$ cat config.mk
export PLATFORM = sky130hd
export DESIGN_NAME = timer_ctrl
export DESIGN_NICKNAME = d
export VERILOG_FILES = /design/src/rtl/timer_ctrl.sv
export SDC_FILE = /design/constraint.sdc
export NUM_CORES = 1
export LEC_CHECK = 0
export ABC_AREA = 1
export CELL_PAD_IN_SITES_DETAIL_PLACEMENT = 1
export CELL_PAD_IN_SITES_GLOBAL_PLACEMENT = 1
export CORE_MARGIN = 5
export CORE_UTILIZATION = 31
export DETAILED_ROUTE_END_ITERATION = 8
export GPL_ROUTABILITY_DRIVEN = 0
export PLACE_DENSITY_LB_ADDON = 0.1
export REMOVE_ABC_BUFFERS = 1
export SYNTH_ARGS = -nofsm -noshare
export SYNTH_HDL_FRONTEND = slang
export SYNTH_SLANG_ARGS = --single-unit
$ cat constraint.sdc
create_clock -name clk -period 2.55 [get_ports clk]
set_input_delay 0.6375 -clock clk [delete_from_list [all_inputs] [get_ports clk]]
set_output_delay 0.6375 -clock clk [all_outputs]
set_load 0.02 [all_outputs]
$ cat src/rtl/timer_ctrl.sv
// Host-side controller for a byte-wide timer: CLEAR/START/STOP writes and a coherent 4-byte SNAP.
// Optional period compare / auto-clear is compiled in with `define TIMER_CTRL_AUTO_EN.
`ifndef MEM_ADDR_WIDTH
`define MEM_ADDR_WIDTH 8
`endif
`ifndef DATA_WIDTH
`define DATA_WIDTH 8
`endif

module timer_ctrl #(
  parameter int AW = `MEM_ADDR_WIDTH,
  parameter int DW = `DATA_WIDTH
) (
  input  logic          clk,
  input  logic          rst,
  input  logic          cmd_valid,
  input  logic [1:0]    cmd_op,
  output logic          cmd_ready,
  output logic [31:0]   snap,
  output logic          snap_valid,
  output logic          running,
  input  logic          auto_en,
  input  logic [31:0]   period,
  output logic          irq,
  output logic [AW-1:0] t_addr,
  output logic [DW-1:0] t_wdata,
  input  logic [DW-1:0] t_rdata,
  output logic          t_cs_,
  output logic          t_rw_
);

  localparam logic [1:0] OP_CLEAR = 2'd0;
  localparam logic [1:0] OP_START = 2'd1;
  localparam logic [1:0] OP_STOP  = 2'd2;
  localparam logic [1:0] OP_SNAP  = 2'd3;

  typedef enum logic [2:0] {IDLE, WR, RD, RESTART, REPORT} state_t;

  state_t      state, state_n;
  logic [1:0]  wr_op;
  logic        seq_snap;
  logic        restart;
  logic [1:0]  byte_cnt;
  logic [31:0] shadow;
  logic        accept;

`ifdef TIMER_CTRL_AUTO_EN
  logic seq_auto;
  logic auto_go;
  logic auto_hit;
`else
  logic seq_auto;
  logic unused_auto;
  assign seq_auto    = 1'b0;
  assign unused_auto = auto_en ^ (|period);
  assign irq         = 1'b0;
`endif

  assign cmd_ready = (state == IDLE);

  always_ff @(posedge clk or posedge rst) begin
    if (rst) state <= IDLE;
    else     state <= state_n;
  end

  always_comb begin
    state_n = state;
    accept  = 1'b0;
`ifdef TIMER_CTRL_AUTO_EN
    auto_go  = 1'b0;
    auto_hit = 1'b0;
`endif
    case (state)
      IDLE: begin
        if (cmd_valid) begin
          accept  = 1'b1;
          state_n = WR;
        end
`ifdef TIMER_CTRL_AUTO_EN
        else if (auto_en && running && period != 32'd0) begin
          auto_go = 1'b1;
          state_n = WR;
        end
`endif
      end
      WR:      state_n = seq_snap ? RD : IDLE;
      RD:      if (byte_cnt == 2'd3) state_n = restart ? RESTART : REPORT;
      RESTART: state_n = REPORT;
      REPORT: begin
        state_n = IDLE;
`ifdef TIMER_CTRL_AUTO_EN
        // Auto compare uses the freshly assembled bytes, not the host-visible snap.
        if (seq_auto && shadow >= period) begin
          auto_hit = 1'b1;
          state_n  = WR;
        end
`endif
      end
      default: state_n = IDLE;
    endcase
  end

  // Bus drive is purely a function of state so reset idles the bus immediately.
  always_comb begin
    t_cs_   = 1'b1;
    t_rw_   = 1'b1;
    t_addr  = '0;
    t_wdata = '0;
    case (state)
      WR: begin
        t_cs_   = 1'b0;
        t_rw_   = 1'b0;
        t_addr  = AW'(3'd4);
        t_wdata = DW'(3'b001 << wr_op);
      end
      RD: begin
        t_cs_  = 1'b0;
        t_addr = AW'(byte_cnt);
      end
      RESTART: begin
        t_cs_   = 1'b0;
        t_rw_   = 1'b0;
        t_addr  = AW'(3'd4);
        t_wdata = DW'(3'd2);
      end
      default: ;
    endcase
  end

  always_ff @(posedge clk or posedge rst) begin
    if (rst) begin
      wr_op      <= OP_CLEAR;
      seq_snap   <= 1'b0;
      restart    <= 1'b0;
      byte_cnt   <= 2'd0;
      shadow     <= 32'd0;
      snap       <= 32'd0;
      snap_valid <= 1'b0;
      running    <= 1'b0;
    end else begin
      snap_valid <= 1'b0;
      if (accept) begin
        if (cmd_op == OP_SNAP) begin
          wr_op    <= OP_STOP;
          seq_snap <= 1'b1;
          restart  <= running;
        end else begin
          wr_op    <= cmd_op;
          seq_snap <= 1'b0;
        end
      end
`ifdef TIMER_CTRL_AUTO_EN
      if (auto_go) begin
        wr_op    <= OP_STOP;
        seq_snap <= 1'b1;
        restart  <= 1'b1;
      end
      if (auto_hit) begin
        wr_op    <= OP_CLEAR;
        seq_snap <= 1'b0;
      end
`endif
      if (state == WR) begin
        if (wr_op == OP_START)     running <= 1'b1;
        else if (wr_op == OP_STOP) running <= 1'b0;
      end
      if (state == RESTART) running <= 1'b1;
      if (state == RD) begin
        shadow[{byte_cnt, 3'b000} +: 8] <= t_rdata[7:0];
        byte_cnt <= byte_cnt + 2'd1;
      end
      if (state == REPORT && !seq_auto) begin
        snap       <= shadow;
        snap_valid <= 1'b1;
      end
    end
  end

`ifdef TIMER_CTRL_AUTO_EN
  always_ff @(posedge clk or posedge rst) begin
    if (rst) begin
      seq_auto <= 1'b0;
      irq      <= 1'b0;
    end else begin
      irq <= auto_hit;
      if (accept)        seq_auto <= 1'b0;
      else if (auto_go)  seq_auto <= 1'b1;
      else if (auto_hit) seq_auto <= 1'b0;
    end
  end
`endif

endmodule

== Word-level counts from Yosys, hierarchy flattened ==
Cells that the tools add are included.

* Add/subtract/negate cells: 2
* Eq/ne operators: 10
* Shift operators: 3
* Muxes and demuxes: 19
* Reduce and logical (&&, ||, !) cells: 8

{| class="wikitable"
|+ Operators by type and width
! operator !! count
|-
| 32-bit bitwise mux || 1
|-
| 8-bit by 7-bit variable shift with 32-bit output (first input constant) || 1
|-
| 8-bit by 7-bit indexed part select with 32-bit output || 1
|-
| 8-bit one-hot mux with 2 select lines || 1
|-
| 3-bit one-hot mux with 4 select lines || 1
|-
| 1-bit two-way mux || 10
|-
| 3-bit two-way mux || 3
|-
| 1-bit by 2-bit left shift with 8-bit output (first input constant) || 1
|-
| 5-bit negation with 7-bit output || 1
|-
| 2-bit == test (second input constant) || 3
|-
| 3-bit by 2-bit == test with 1-bit output (second input constant) || 2
|-
| 3-bit one-hot mux with 2 select lines || 1
|-
| 2-bit AND reduction || 3
|-
| 2-bit two-way mux || 2
|-
| 2-bit inequality test (second input constant) || 2
|-
| 3-bit by 1-bit == test with 1-bit output (second input constant) || 1
|-
| 3-bit == test (second input constant) || 1
|-
| 3-bit logical NOT || 1
|-
| 3-bit nonzero test || 1
|-
| 3-bit OR reduction || 1
|-
| 2-bit by 1-bit adder with 2-bit output (second input constant) || 1
|-
| 2-bit by 1-bit == test with 1-bit output (second input constant) || 1
|-
| 2-bit nonzero test || 1
|-
| 2-bit OR reduction || 1
|}

* Register bits after elaboration: 75
* Bits of input ports: 46
* Output and inout port bits: 54

== Longest topological paths before layout ==
* Word-level depth: 5
* Mapped depth: 8

== Least setup slack after synthesis ==
OpenSTA, ideal clock, no wires.

* Path kind: reg2out
* From: register state[0]
* To: output port t_wdata[0]
* Arrival: 1.251 ns
* Data required time: 1.913 ns
* Path slack: 0.662 ns
* Stages on the path, launching flop included: 5
* Path buffers: 0
* Cell sequence: dfrtp_1 > nand2_1 > nor2_1 > inv_1 > nor2_1

* Longest elaborated chain between the ends: 2
* Elaborated cells on any way between the ends: 3

{| class="wikitable"
|+ Ends and longest elaborated chain
! what !! line !! RTL
|-
| start, declared || 39 || <nowiki>state_t state, state_n;</nowiki>
|-
| start signal, assigned || 63 || <nowiki>else state <= state_n;</nowiki>
|-
| 3-bit by 2-bit == test with 1-bit output / 3-bit by 1-bit == test with 1-bit output (equally long branches) || 109 || <nowiki>case (state)</nowiki>
|-
| 8-bit one-hot mux with 2 select lines * || 109 ||
|-
| end, declared || 26 || <nowiki>output logic [DW-1:0] t_wdata,</nowiki>
|}

Every way passes the cells marked *; elsewhere a longest branch is shown, timed or not.

== Worst setup path in the final report ==
* From: register state[2]
* To: output port t_cs_

* Longest elaborated chain between the ends: 3
* Elaborated cells on any way between the ends: 5

{| class="wikitable"
|+ Ends and longest elaborated chain
! what !! line !! RTL
|-
| 3-bit by 1-bit == test with 1-bit output / 3-bit by 2-bit == test with 1-bit output (equally long branches) || 109 ||
|-
| 3-bit OR reduction (no line) * || - ||
|-
| 1-bit two-way mux * || 109 ||
|-
| end, declared || 28 || <nowiki>output logic t_cs_,</nowiki>
|}

Marks and branches as above.

==> metrics <==
crit path cell chain inv_2 > nand2_1 > inv_1 > nor2_1 > clkdlybuf4s50_1; mux contribution to synthesized area 0; largest net degree at the start of global routing 66; # nets final about 510; FMAX just over 0.4 GHz; largest area contributor in the netlist dfrtp_1; #FFs+latches synth 75; clock tree root driver cell clkbuf_8; relative slew slack 0.6368; layout cells sized above 1 0.06941; die area ~0.013 mm²; WP buf/inv 3; DR WL/cell 12.95 µm; pre-CTS setup slack 0.2886 ns; Synth Area in Compound Gates 0.06054; Worst Max-Slew Pin Slew approximately 0.54 ns; first-pass GRT wire length 13530 µm; Worst Path Arrival between 1.5 and 2 ns; CTS Sinks 75; Crit Path Category reg2out; row cnt 38; via count of the routed design 2601; Hold Crit Class reg2reg; Netlist cell types 21; antenna viol nets, final 0; GR Util All Layers 0.1279; die extent in x ~110 µm; synthesized area ~0.0034 mm²; DP Area between 0.004 and 0.005 mm²; design area 0.004224 mm²; DIE HEIGHT between 100 and 150 µm; crit path launch type flop; peak supply drop approximately 420 µV; adder-cell share of the synthesized area 0.03691; CP Data Required Time about 1.9 ns; Worst-Skew Late Latency around 0.34 ns; ANT cells 0; R2R cell count 7; final setup violation count 0; fin crit period roughly 2.4 ns; reg-to-reg endpoint shadow[16]$_DFFE_PP0P_; post-synthesis simple-gate area fraction 0.2617; most frequent cells in the layout nand2_1 (175), dfrtp_1 (74), clkdlybuf4s50_1 (49); Worst path depth 5; CTS tree done; Max H-tree Level 3; final WL 7783 µm; worst hold slack roughly 0.47 ns; DRT iter0 DRCs between 60 and 70; Max-Cap Viols 0; final worst slack ~0.11 ns; synth warn 0; initial antenna violation count 0; period utilization 0.9554; Crit-path slowest cell clkdlybuf4s50_1; Syn Inst Count 398; Max clock buf depth 2; reg-to-reg setup timing slack 0.70 ns; DRC 0; dominant cells by area after synthesis dfrtp_1 (55%), nand2_1 (19%), o21ai_1 (4.4%); leakage power approximately 2.2 nW; Worst-path clk slew approximately 0.09 ns; status finished, final reports clean; Port Buffer Count 56; number of CTS-inserted buffers 9; largest family of logic cells by synthesized area simple AND/OR/NAND/NOR gates; CP top delay family buffers and inverters; CP peak stage delay ~0.62 ns; Post-Syn Area per Cell approximately 8.5 µm²; Post-Synth XOR/XNOR Area 0.002584; Power Dens Cells approximately 1200 mW/mm²; Detailed Routing Iterations Pass 1 4; Initial Util 0.3141; most common cell after layout, fill and taps aside nand2_1; IO Pins 100; Crit Path Max Fanout 5; CORE AREA about 0.011 mm²; area added between synthesis and finish 24.62%; final global-route overflow total 0; post-synthesis sequential area ratio 0.5537; vias per cell between 4 and 5; Inst Count DP around 590; Hold EP snap[17]$_DFFE_PP0P_; vias in the first global route 2791; Setup TNS 0 ns; Worst R2R Start byte_cnt[0]$_DFFE_PP0N_; Final Max Tran Viols 0; Critical Path End Type primary output; RSZ-0062 raised after global routing false; Post-DP HPWL 5465 µm; worst hold start shadow[17]$_DFFE_PP0P_; Setup Skew about 0.015 ns; post-synth top area share 0.5537; Hold-fix buffers, CTS 0; depth of the worst hold-timing path 2; final hold violation count 0; Final Non-Filler Cells roughly 600
==> stage by stage <==
step	total power [mW]	utilization
final	5.204	0.3914
after global routing	5.675	0.3914
after CTS	5.316	0.3906
after detailed placement	4.456	0.3746
after global placement	4.401	0.3746
after floorplan	3.438	-
==> repair_timing <==
item / in CTS / in global routing
endpoints found under the hold margin: 0 / 0
setup buffers: 0 / 0
gates resized for setup: 4 / 4
endpoints found under the setup margin: 4 / 3
gates cloned: 0 / 0
==> state kept, by name, summed over array words and instances (netlist names) <==
name	cells
seq_snap	1
snap_valid	1
shadow	32
wr_op	2
running	1
byte_cnt	2
snap	32
state	3
restart	1
==> metal layers <==
layer	share of wire	routed length, µm	GRT usage	vias up
li1	-	-	-	1320
met3	0.044	340	0.03118	6
met5	0	0	0	-
met2	0.45	3508	0.1995	51
met1	0.50	3861	0.1770	1224
met4	0.0093	72	0.03563	0
==> power by group <==
group          internal, mW  leakage [nW]  total [mW]  switching (mW)
clock network         0.382        0.0820       0.837           0.455
registers              1.73         0.948        2.05           0.322
logic                 0.933          1.14        2.32            1.39
==> area by class of cell <==
type,count,area [µm²]
fill,1294,6569
clock buffer,11,141.4
multi-input combinational,277,1264
clock inverter,5,36.28
timing repair buffer,60,605.6
sequential,75,1878
inverter,33,123.9
tap,140,175.2
==> worst max path at each step <==
stage | start | end | slack [ns]
2_1_floorplan | rst | byte_cnt[0]$_DFFE_PP0N_ | 0.003
3_3_place_gp | state[2]$_DFFE_PP0P_ | t_wdata[2] | 0.34
3_5_place_dp | state[2]$_DFFE_PP0P_ | t_wdata[2] | 0.29
4_1_cts | byte_cnt[0]$_DFFE_PP0N_ | t_addr[0] | 0.02
5_1_grt | state[2]$_DFFE_PP0P_ | t_cs_ | 0.02
6_report | state[2]$_DFFE_PP0P_ | t_cs_ | 0.11
==> tightest hold or removal path, cell delays in order (launching register included) <==
cell and delay [ns]:
dfrtp_1 0.35, nand2_1 0.06, nand2_1 0.05
==> Yosys cell counts <==
cell type / instances
buf_4: 10
nor2_2: 2
nor2_8: 1
nand4_1: 8
nand3_1: 3
o21ai_1: 30
clkbuf_1: 1
buf_2: 7
xor2_1: 1
o21ai_0: 10
buf_6: 4
conb_1: 1
inv_2: 2
nand2_2: 2
a21oi_1: 1
nor2_1: 20
dfrtp_1: 75
nand2_4: 4
inv_1: 31
ha_1: 10
nand2_1: 175
==> kinds of logic after synthesis <==
group,count (synthesis)
AOI/OAI and AO/OA,41
xor gates and xnor gates,1
adders and majority gates,10
buffers and inverters,55
DFF,75
other,1
and+or+nand+nor,215
(Power assumes the default switching activity.)
